### src/rtl/pair_index_generator_cofactor.sv
// Cofactor index producer: buffers a basis-state list, then for each entry finds
// the first partner (basis ^ toggle_mask) and writes {pair_valid, position} to the index FIFO.
module pair_index_generator_cofactor #(
    parameter int num_qubit = 3
) (
    input  logic                 clk,
    input  logic                 rst,
    input  logic [num_qubit-1:0] basis_in,
    input  logic                 basis_valid,
    input  logic                 basis_last,
    input  logic [num_qubit-1:0] toggle_mask,
    output logic                 basis_ready,
    input  logic                 index_fifo_full,
    output logic                 index_write,
    output logic [num_qubit:0]   index_out,
    output logic [31:0]          counter_vector,
    output logic                 busy,
    output logic                 done
);
    localparam int N  = 1 << num_qubit;
    localparam int CW = num_qubit + 1;

    typedef enum logic [1:0] {IDLE, SEARCH, PUSH, DONE} state_t;

    state_t                 state, state_nx;
    logic [num_qubit-1:0]   mem [N];
    logic [CW-1:0]          count, count_inc, last_pos;
    logic [num_qubit-1:0]   i, j, idx, mask_q, target;
    logic                   found;
    logic                   accept, hit, j_end, i_end;

    assign accept    = (state == IDLE) && basis_valid && (count < CW'(N));
    assign count_inc = count + CW'(accept);
    assign last_pos  = count - CW'(1);
    assign target    = mem[i] ^ mask_q;
    // Self-compare excluded so a zero mask only pairs genuine duplicates
    assign hit       = (j != i) && (mem[j] == target);
    assign j_end     = ({1'b0, j} == last_pos);
    assign i_end     = ({1'b0, i} == last_pos);

    assign basis_ready = (state == IDLE) && (count < CW'(N));
    assign index_write = (state == PUSH) && !index_fifo_full;
    assign index_out   = {found, idx};
    assign busy        = (state == SEARCH) || (state == PUSH);
    assign done        = (state == DONE);

    always_ff @(posedge clk or negedge rst) begin
        if (!rst) state <= IDLE;
        else      state <= state_nx;
    end

    always_comb begin
        state_nx = state;
        case (state)
            IDLE:   if (basis_last) state_nx = (count_inc == '0) ? DONE : SEARCH;
            SEARCH: if (hit || j_end) state_nx = PUSH;
            PUSH:   if (!index_fifo_full) state_nx = i_end ? DONE : SEARCH;
            DONE:   state_nx = IDLE;
            default: state_nx = IDLE;
        endcase
    end

    // Storage needs no reset; count gates which entries are meaningful
    always_ff @(posedge clk) begin
        if (accept) mem[count[num_qubit-1:0]] <= basis_in;
    end

    always_ff @(posedge clk or negedge rst) begin
        if (!rst) begin
            count          <= '0;
            i              <= '0;
            j              <= '0;
            found          <= 1'b0;
            idx            <= '0;
            mask_q         <= '0;
            counter_vector <= '0;
        end else begin
            case (state)
                IDLE: begin
                    count <= count_inc;
                    if (basis_last) begin
                        mask_q         <= toggle_mask;
                        counter_vector <= 32'(count_inc);
                        i              <= '0;
                        j              <= '0;
                    end
                end
                SEARCH: begin
                    if (hit) begin
                        found <= 1'b1;
                        idx   <= j;
                    end else if (j_end) begin
                        found <= 1'b0;
                        idx   <= '0;
                    end else begin
                        j <= j + 1'b1;
                    end
                end
                PUSH: begin
                    if (index_write && !i_end) begin
                        i <= i + 1'b1;
                        j <= '0;
                    end
                end
                DONE: count <= '0;
                default: ;
            endcase
        end
    end
endmodule

### config.mk
export PLATFORM = sky130hd
export DESIGN_NAME = pair_index_generator_cofactor
export DESIGN_NICKNAME = d
export VERILOG_FILES = /design/src/rtl/pair_index_generator_cofactor.sv
export SDC_FILE = /design/constraint.sdc
export NUM_CORES = 1
export LEC_CHECK = 0
export CAP_MARGIN = 20
export CELL_PAD_IN_SITES_DETAIL_PLACEMENT = 1
export CELL_PAD_IN_SITES_GLOBAL_PLACEMENT = 1
export CORE_MARGIN = 2
export CORE_UTILIZATION = 30
export CTS_CLUSTER_SIZE = 14
export DETAILED_ROUTE_END_ITERATION = 10
export GPL_ROUTABILITY_DRIVEN = 0
export PLACE_DENSITY = 0.61
export SLEW_MARGIN = 20
export SYNTH_ARGS = -nofsm -noshare
export SYNTH_HDL_FRONTEND = slang
export SYNTH_SLANG_ARGS = --single-unit
### constraint.sdc
create_clock -name clk -period 5 [get_ports clk]
set_input_delay 1 -clock clk [delete_from_list [all_inputs] [get_ports clk]]
set_output_delay 1 -clock clk [all_outputs]
set_load 0.005 [all_outputs]
# After elaboration in Yosys (flattened, before gate mapping)
# Memories as Yosys holds them, arrays and structs flattened.
# Index checks and enable logic that the tools add are counted.
# Widths: inputs -> output; s select.
# totals
register_bits	23
ram_bits	24
out_inout_bits	40
word_cells	69
memories	1
# memory_table
memory	words	word_bits	read_ports	rd_ports_with_merged_regs	write_ports	line_no	text
mem	8	3	2	0	1	26	logic [num_qubit-1:0] mem [N];
# op_classes
addsub	4
magnitude_cmp	1
eq_ne	13
muxes	20
n_bitwise	1
n_reduce_logical	21
# ops
cell	n
$mux 3	7
$mux 2	5
$pmux 3 s3	1
$eq 3x4->1	2
$ne 2x2->1 const B	4
$pmux 2 s4	1
$pmux 4 s2	1
$add 3x1->3 const B	2
$logic_and 1x1->1	6
$pmux 3 s2	1
$reduce_and 3->1	2
$reduce_bool 2->1	3
$reduce_and 5->1	1
$add 4x1->4	1
$eq 2x2->1 const B	2
$logic_not 4->1	1
$lt 4x4->1 const B	1
$mux 1	4
$ne 2x1->1 const B	2
$reduce_and 2->1	2
$sub 4x1->4 const B	1
$eq 3x3->1	1
$ne 3x3->1	1
$reduce_bool 3->1	1
5 further kinds	7

# Depth between registers and ports, before layout
# Gate-level depths: netlist of the first run.
# logic_depth
word_depth	8
depth_mapped	12
mapped_depth_nobuf	12

# Worst setup path after synthesis of the first run
# No wires, ideal clock.
# synth_timing
path_kind	register -> register
start	reg i[0]
end	reg j[2]
setup_time_ps	137
arrival_time_ps	2320
required_time_ps	4863
slack_ps	2543
path_stages_with_launch	9
synth_period_minus_slack_ps	2457
path_cell_list	dfrtp_1 > buf_2 > mux4_2 > mux2_2 > xnor3_1 > a311oi_4 > and2_4 > buf_12 > o311ai_1
# synth_between
elab_chain_cells	6
# synth_lines
element	line_no	text
from (decl)	28	logic [num_qubit-1:0] i, j, idx, mask_q, target;
from (signal assigned)	101	i <= i + 1'b1;
$mem_v2 8x3	-	
$xor 3x3->3	35	assign target = mem[i] ^ mask_q;
$eq 3x3->1	37	assign hit = (j != i) && (mem[j] == target);
$logic_and 1x1->1	37	
$ne 2x2->1 (no source line)	-	
$reduce_and 5->1 (no source line) (*)	-	
to (signal assigned)	96	j <= j + 1'b1;
to (decl)	28	
# Mark *: on every way between the ends. The rest lies on a longest branch, timed or not.
# A chain may end at the register's enable or synchronous reset.

# Final worst setup path of the first run
# layout_timing
start	reg state[1]
end	out basis_ready
# layout_between
elab_chain_cells	2
# layout_lines
element	line_no	text
from (decl)	25	state_t state, state_nx;
from (signal assigned)	49	else state <= state_nx;
$logic_not 2->1	41	assign basis_ready = (state == IDLE) && (count < CW'(N));
$logic_and 1x1->1	41	
to (decl)	12	output logic basis_ready,
# No other way between the ends.

==> results of run 1 <==
## final cells by class
cell class	count	area share, %
timing repair buffer	23	7.05
sequential	47	40.2
clock buffer	5	2.13
clock inverter	3	0.853
inverter	12	1.40
multi-input combinational	173	43.3
tap	133	5.16
## worst reg2reg max path: cells and delay by family, from the launching register on
kind | cells | cell delay (ps)
flip-flops | 1 | 710
AO/OA/AOI/OAI | 2 | 560
XOR/XNOR | 1 | 370
AND/OR/NAND/NOR | 1 | 310
multiplexers | 2 | 780
## power breakdown
| part | switching (W) | internal (W) | total, W |
|---|---|---|---|
| combinational | 0.000468 | 0.000452 | 0.000920 |
| sequential | 0.000119 | 0.000490 | 0.000609 |
| clock | 0.000142 | 0.000104 | 0.000245 |
## metal layers
layer / wire length, microns / vias to the layer above / GRT usage (%)
li1: - / 870 / -
met1: 2830 / 911 / 17.0
met2: 2900 / 42 / 20.4
met3: 236 / 4 / 1.97
met4: 55 / 0 / 2.73
met5: 0 / - / 0
## flip-flops by register name, summed over array words and instances (netlist names)
name            flops
i                   3
j                   3
idx                 3
state               2
mem                24
found               1
count               4
counter_vector      4
mask_q              3
## synthesized netlist by cell type, drive strengths merged (4+ instances only)
cell type / n
xnor2: 10
inv: 12
dfrtp: 23
o221ai: 4
mux2i: 8
clkbuf: 7
mux2: 7
ha: 10
nor2: 11
xor2: 5
buf: 36
nand4: 6
mux4: 11
o21ai: 11
nand2: 19
edfxtp: 24
nor3: 7
## cell usage in the layout (no fill, tap or decap), types with 6 or more instances in the layout
master	instances
sky130_fd_sc_hd__o21ai_0	11
sky130_fd_sc_hd__mux2_2	7
sky130_fd_sc_hd__dfrtp_1	23
sky130_fd_sc_hd__conb_1	28
sky130_fd_sc_hd__nor3_1	7
sky130_fd_sc_hd__nand2_1	19
sky130_fd_sc_hd__clkdlybuf4s50_1	22
sky130_fd_sc_hd__edfxtp_1	24
sky130_fd_sc_hd__mux2i_1	7
sky130_fd_sc_hd__ha_1	10
sky130_fd_sc_hd__xnor2_1	10
sky130_fd_sc_hd__nand4_1	6
sky130_fd_sc_hd__mux4_2	10
sky130_fd_sc_hd__inv_1	12
sky130_fd_sc_hd__nor2_1	11
## final timing paths
path                                           to  slack, ps  cells after the start
max in group asynchronous                count[0]       3700                      2
worst max register to register             idx[2]       2150                      6
worst max-delay path                  basis_ready       1970                      5
worst min register to register  counter_vector[3]        490                      2
min in group asynchronous                   found       1050                      2
worst min-delay path            counter_vector[3]        490                      2
## cells by family after synthesis
family | Yosys count | synth area share (%)
AO/OA/AOI/OAI | 38 | 10.7
XOR/XNOR | 17 | 6.01
adder cells (fa/ha/maj) | 10 | 4.26
buffers and inverters | 55 | 11.7
flip-flops | 47 | 44.2
multiplexers | 26 | 14.4
other | 1 | 0.128
AND/OR/NAND/NOR | 54 | 8.65
## stage by stage
| step | hold WS [ps] | std cells | utilization (%) | power, W | cell area, sq um |
|---|---|---|---|---|---|
| 2_1_floorplan | 473 | 275 | - | 0.00135 | 3040 |
| 3_3_place_gp | 471 | 388 | 32.5 | 0.00153 | 3130 |
| 3_5_place_dp | 475 | 388 | 32.5 | 0.00155 | 3130 |
| 4_1_cts | 498 | 396 | 33.5 | 0.00180 | 3230 |
| 5_1_grt | 529 | 396 | 33.5 | 0.00193 | 3230 |
| 6_report | 493 | 396 | 33.5 | 0.00178 | 3230 |
==> tab_implementation.tex, run 1 <==
\begin{tabular}{lr}
\hline
Metric & Value \\
\hline
\multicolumn{2}{l}{\textbf{Die}} \\
\# rows & 36 \\
Initial Util & 30.5\% \\
Core box area & 9640 sq um \\
Boundary Pins & 51 \\
Die H & 103 microns \\
Die X-Extent & 103 microns \\
Die area & 10600 sq um \\
\multicolumn{2}{l}{\textbf{Place}} \\
Number of port buffers & 22 \\
Worst slack, placed & 1990 ps \\
HPWL after DPL & 4650 microns \\
\multicolumn{2}{l}{\textbf{Power}} \\
Lkg Pwr & 1.21 nW \\
Largest voltage drop on the vdd net & 0.000231 V \\
Cell Pwr Density & 550 nW/um\^{}2 \\
\multicolumn{2}{l}{\textbf{Timing}} \\
Worst slew margin relative to its limit & 46.1\% \\
Final TNS setup & 0 ps \\
Worst Max-Slew Pin Slew & 802 ps \\
Ratio of final minimum period to clock period & 60.5\% \\
Final worst path period need & 3030 ps \\
Layout Skew & 12.4 ps \\
Final number of max-transition violations & 0 \\
Unrepaired setup endpoints after global routing & false \\
Post-layout worst setup margin & 1970 ps \\
Count of endpoints failing hold in the final timing report & 0 \\
Final setup violating endpoints & 0 \\
Achievable frequency & 330 MHz \\
\multicolumn{2}{l}{\textbf{Global routing}} \\
Aggregate global routing overflow & 0 \\
Total GRT Usage & 12.3\% \\
Pin count of the biggest net entering global routing & 24 \\
Number of global-route vias before repair & 1883 \\
Wire length of the first global-routing pass & 10100 microns \\
Antenna violations before repair & 0 \\
\multicolumn{2}{l}{\textbf{Yosys}} \\
Fraction of the yosys area taken by sequential cells & 44.2\% \\
Main flop type after synthesis & sky130\_fd\_sc\_hd\_\_edfxtp\_1 \\
Unique cell type count in the Yosys netlist & 48 \\
Cells taking the most area after synthesis & sky130\_fd\_sc\_hd\_\_edfxtp\_1, sky130\_fd\_sc\_hd\_\_dfrtp\_1, sky130\_fd\_sc\_hd\_\_mux4\_2, sky130\_fd\_sc\_hd\_\_buf\_4, sky130\_fd\_sc\_hd\_\_ha\_1 \\
Area share of the leading cell type in the synthesized netlist & 24.6\% \\
Post-synth ARST share & 48.9\% \\
Average cell area after synthesis & 11.8 sq um \\
Post-synthesis cell area & 2940 sq um \\
Number of enable-type register cells in the synthesized netlist & 24 \\
Synthesized instance count & 248 \\
Cell accounting for the most synthesized area & sky130\_fd\_sc\_hd\_\_edfxtp\_1 \\
Yosys warning count & 0 \\
Number of flip-flops and latches in the synthesized netlist & 47 \\
\multicolumn{2}{l}{\textbf{Clocking}} \\
Post\_cts resized & 0 \\
Clk slew on worst S/H paths & 100 ps \\
H-Tree Level Count & 2 \\
Clock tree from TritonCTS & built \\
Total clock buffers created by CTS & 5 \\
Number of sinks handled by clock tree synthesis & 47 \\
Clk Tree Root Cell & sky130\_fd\_sc\_hd\_\_clkbuf\_8 \\
Max Root-Sink Buffers & 2 \\
Total setup buffers inserted after CTS & 0 \\
Clk\_lat worst skew & 310 ps \\
Total of hold buffers inserted after clock tree synthesis & 0 \\
\multicolumn{2}{l}{\textbf{Critical path}} \\
Largest stage delay, worst path & 540 ps \\
Top fanout value on the critical path & 4 \\
Arrival time reported for the critical path endpoint & 2030 ps \\
Cell mode on critical path & sky130\_fd\_sc\_hd\_\_inv\_1 \\
Beginning of the critical path & state[1] \\
Buf+Inv Stages, Crit Path & 3 \\
Setup Crit Path Kind & flop to output pin \\
CP startpoint kind & flop \\
Gate family responsible for the most delay along the worst path & buffers and inverters \\
RR Startpoint & j[0] \\
Max stage delay cell, worst path & sky130\_fd\_sc\_hd\_\_clkdlybuf4s50\_1 \\
Crit-path cells & inv\_1 > ha\_1 > inv\_1 > nor2\_1 > clkdlybuf4s50\_1 \\
Endpoint class of the critical path & output pin \\
CP required & 4000 ps \\
\multicolumn{2}{l}{\textbf{Routing}} \\
Number of optimization iterations in the first detailed-route pass & 4 \\
Antenna-violating nets left & 0 \\
DRC violations left & 0 \\
Vias per Instance & 4.61 \\
Initial DRC Count & 50 \\
Wire length after detailed routing & 6020 microns \\
Routed length per instance & 15.2 microns \\
Via count & 1827 \\
\multicolumn{2}{l}{\textbf{Layout}} \\
\# nets final & 283 \\
\# diodes & 0 \\
Area taken by flip-flops and latches & 1300 sq um \\
Area occupied by multi-input gates & 1400 sq um \\
Synth-to-Final Area Change & 9.97\% \\
Fillcell total & 1095 \\
Share of final-layout standard cells stronger than drive strength 1 & 12.9\% \\
\multicolumn{2}{l}{\textbf{Worst hold path}} \\
Start point of the worst min-delay path & counter\_vector[3] \\
Hold WC Path Type & flop to flop \\
\multicolumn{2}{l}{\textbf{Outcome}} \\
Status & complete, no violations \\
\multicolumn{2}{l}{\textbf{Run}} \\
Max-cap violations & 0 \\
\hline
\end{tabular}
Note: power is estimated with default switching activity, not from simulation.
==> inputs of run 2 (changes only) <==
Clock period 5 ns to 2.82 ns, I/O delays scaled along.
==> tab_implementation.tex, run 2 (synthesis gave the netlist of run 1 again) <==
\begin{tabular}{lr}
\hline
Metric & Value \\
\hline
\multicolumn{2}{l}{\textbf{Outcome}} \\
Status & complete, no violations (unchanged) \\
\multicolumn{2}{l}{\textbf{Routing}} \\
Wire length after detailed routing & 6390 microns (was 6020 microns) \\
Initial DRC Count & 71 (was 50) \\
Routed length per instance & 15.8 microns (was 15.2 microns) \\
Number of optimization iterations in the first detailed-route pass & 5 (was 4) \\
Antenna-violating nets left & 0 (unchanged) \\
Vias per Instance & 4.72 (was 4.61) \\
DRC violations left & 0 (unchanged) \\
Via count & 1907 (was 1827) \\
\multicolumn{2}{l}{\textbf{Timing}} \\
Layout Skew & 4.73 ps (was 12.4 ps) \\
Achievable frequency & 383 MHz \\
Final worst path period need & 2610 ps \\
Ratio of final minimum period to clock period & 92.7\% \\
Worst Max-Slew Pin Slew & 550 ps (was 802 ps) \\
Final setup violating endpoints & 0 (unchanged) \\
Final number of max-transition violations & 0 (unchanged) \\
Unrepaired setup endpoints after global routing & false (unchanged) \\
Count of endpoints failing hold in the final timing report & 0 (unchanged) \\
Post-layout worst setup margin & 207 ps (was 1970 ps) \\
Worst slew margin relative to its limit & 63.1\% (was 46.1\%) \\
Final TNS setup & 0 ps (unchanged) \\
\multicolumn{2}{l}{\textbf{Global routing}} \\
Wire length of the first global-routing pass & 10500 microns (was 10100 microns) \\
Total GRT Usage & 13.0\% (was 12.3\%) \\
Antenna violations before repair & 0 (unchanged) \\
Pin count of the biggest net entering global routing & 24 (unchanged) \\
Aggregate global routing overflow & 0 (unchanged) \\
Number of global-route vias before repair & 1925 (was 1883) \\
\multicolumn{2}{l}{\textbf{Die}} \\
Die X-Extent & 103 microns (unchanged) \\
Initial Util & 30.5\% (unchanged) \\
Die H & 103 microns (unchanged) \\
\# rows & 36 (unchanged) \\
Die area & 10600 sq um (unchanged) \\
Boundary Pins & 51 (unchanged) \\
Core box area & 9640 sq um (unchanged) \\
\multicolumn{2}{l}{\textbf{Power}} \\
Lkg Pwr & 1.26 nW (was 1.21 nW) \\
Cell Pwr Density & 1000 nW/um\^{}2 (was 550 nW/um\^{}2) \\
Largest voltage drop on the vdd net & 0.000264 V (was 0.000231 V) \\
\multicolumn{2}{l}{\textbf{Critical path}} \\
Top fanout value on the critical path & 9 (was 4) \\
Endpoint class of the critical path & flop (was output pin) \\
CP startpoint kind & flop (unchanged) \\
CP required & 3000 ps (was 4000 ps) \\
Max stage delay cell, worst path & sky130\_fd\_sc\_hd\_\_mux4\_2 (was sky130\_fd\_sc\_hd\_\_clkdlybuf4s50\_1) \\
Largest stage delay, worst path & 590 ps (was 540 ps) \\
Arrival time reported for the critical path endpoint & 2790 ps (was 2030 ps) \\
Setup Crit Path Kind & flop to flop (was flop to output pin) \\
Crit-path cells & mux4\_2 > mux2i\_4 > xnor3\_1 > a311oi\_4 > and2\_4 > o311ai\_1 (was inv\_1 > ha\_1 > inv\_1 > nor2\_1 > clkdlybuf4s50\_1) \\
\multicolumn{2}{l}{\textbf{Worst hold path}} \\
Hold WC Path Type & flop to flop (unchanged) \\
\multicolumn{2}{l}{\textbf{Clocking}} \\
Clock tree from TritonCTS & built (unchanged) \\
Number of sinks handled by clock tree synthesis & 47 (unchanged) \\
Total of hold buffers inserted after clock tree synthesis & 0 (unchanged) \\
Clk Tree Root Cell & sky130\_fd\_sc\_hd\_\_clkbuf\_8 (unchanged) \\
Total clock buffers created by CTS & 5 (unchanged) \\
Clk\_lat worst skew & 310 ps (about the same) \\
H-Tree Level Count & 2 (unchanged) \\
Clk slew on worst S/H paths & 90 ps (was 100 ps) \\
Max Root-Sink Buffers & 2 (unchanged) \\
\multicolumn{2}{l}{\textbf{Place}} \\
Post-DP Area & 3190 sq um (was 3130 sq um) \\
HPWL after DPL & 4990 microns (was 4650 microns) \\
Number of port buffers & 22 (unchanged) \\
Worst slack, placed & 186 ps (was 1990 ps) \\
\multicolumn{2}{l}{\textbf{Layout}} \\
\# diodes & 0 (unchanged) \\
Largest register FFs & 24 (unchanged) \\
Leading cell types in the layout, fill and taps excluded & sky130\_fd\_sc\_hd\_\_conb\_1, sky130\_fd\_sc\_hd\_\_edfxtp\_1, sky130\_fd\_sc\_hd\_\_dfrtp\_1 (unchanged) \\
Most frequent standard cell in the layout excluding fill and tap cells & sky130\_fd\_sc\_hd\_\_conb\_1 (unchanged) \\
Final non-filler cell area & 3320 sq um (was 3230 sq um) \\
Share of final-layout standard cells stronger than drive strength 1 & 16.6\% (was 12.9\%) \\
Synth-to-Final Area Change & 13.1\% (was 9.97\%) \\
\# nets final & 291 (was 283) \\
\multicolumn{2}{l}{\textbf{Run}} \\
Max-cap violations & 0 (unchanged) \\
\hline
\end{tabular}
-- run 2: area by class of cell --
| type | count | area (sq um) |
|---|---|---|
| inverters | 12 | 45.0 |
| clock inverters | 3 | 46.3 |
| well taps | 133 | 166 |
| flip-flops and latches | 47 | 1300 |
| clock buffers | 5 | 68.8 |
| fillers | 1083 | 6320 |
| repair buffers | 31 | 288 |
| multi-input cells | 173 | 1410 |
-- run 2: what timing repair did --
| action | 4_1_cts | 5_1_grt |
|---|---|---|
| gates resized for setup | 0 | 3 |
| buffers inserted | 0 | 0 |
| setup endpoints to repair | 0 | 1 |
-- run 2: path summary, 6_finish.rpt --
check | slack (ps) | endpoint | cells after the start | from
min reg2reg | 490 | counter_vector[3] | 2 | counter_vector[3]
min in group asynchronous | 620 | state[1] | 2 | rst
max reg2reg | 210 | j[2] | 6 | j[0]
min | 490 | counter_vector[3] | 2 | counter_vector[3]
max | 210 | j[2] | 6 | j[0]
max in group asynchronous | 1970 | j[0] | 2 | rst
-- run 2: layer usage --
layer  part of all wire, %  wire [microns]  track usage (%)  up-vias
met3                   4.3             273             2.10        7
met1                    46            2930             17.8      957
met2                    48            3090             21.1       54
li1                      -               -                -      889
met5                     0               0                0        -
met4                   1.4              92             4.05        0
-- run 2: worst max-delay path: cells and delay by family, from the launching register on --
| kind | cells | cell delay, ps |
|---|---|---|
| compound gates | 2 | 530 |
| mux | 2 | 760 |
| flops | 1 | 530 |
| xor+xnor | 1 | 360 |
| simple gates | 1 | 300 |
-- run 2: through the flow --
step | util [%] | cells | hold slack [ps] | power, W
after detailed placement | 33.1 | 396 | 473 | 0.00283
after floorplan | - | 275 | 268 | 0.00239
after global routing | 34.4 | 404 | 525 | 0.00360
after CTS | 34.3 | 404 | 496 | 0.00336
after global placement | 33.1 | 396 | 469 | 0.00278
final | 34.4 | 404 | 492 | 0.00333
-- run 2: power by group --
group | leakage (nW) | internal [W] | switching (W)
Sequential | 0.503 | 0.000870 | 0.000165
Combinational | 0.707 | 0.000866 | 0.000916
Clock | 0.0548 | 0.000267 | 0.000245
Total | 1.26 | 0.00200 | 0.00133
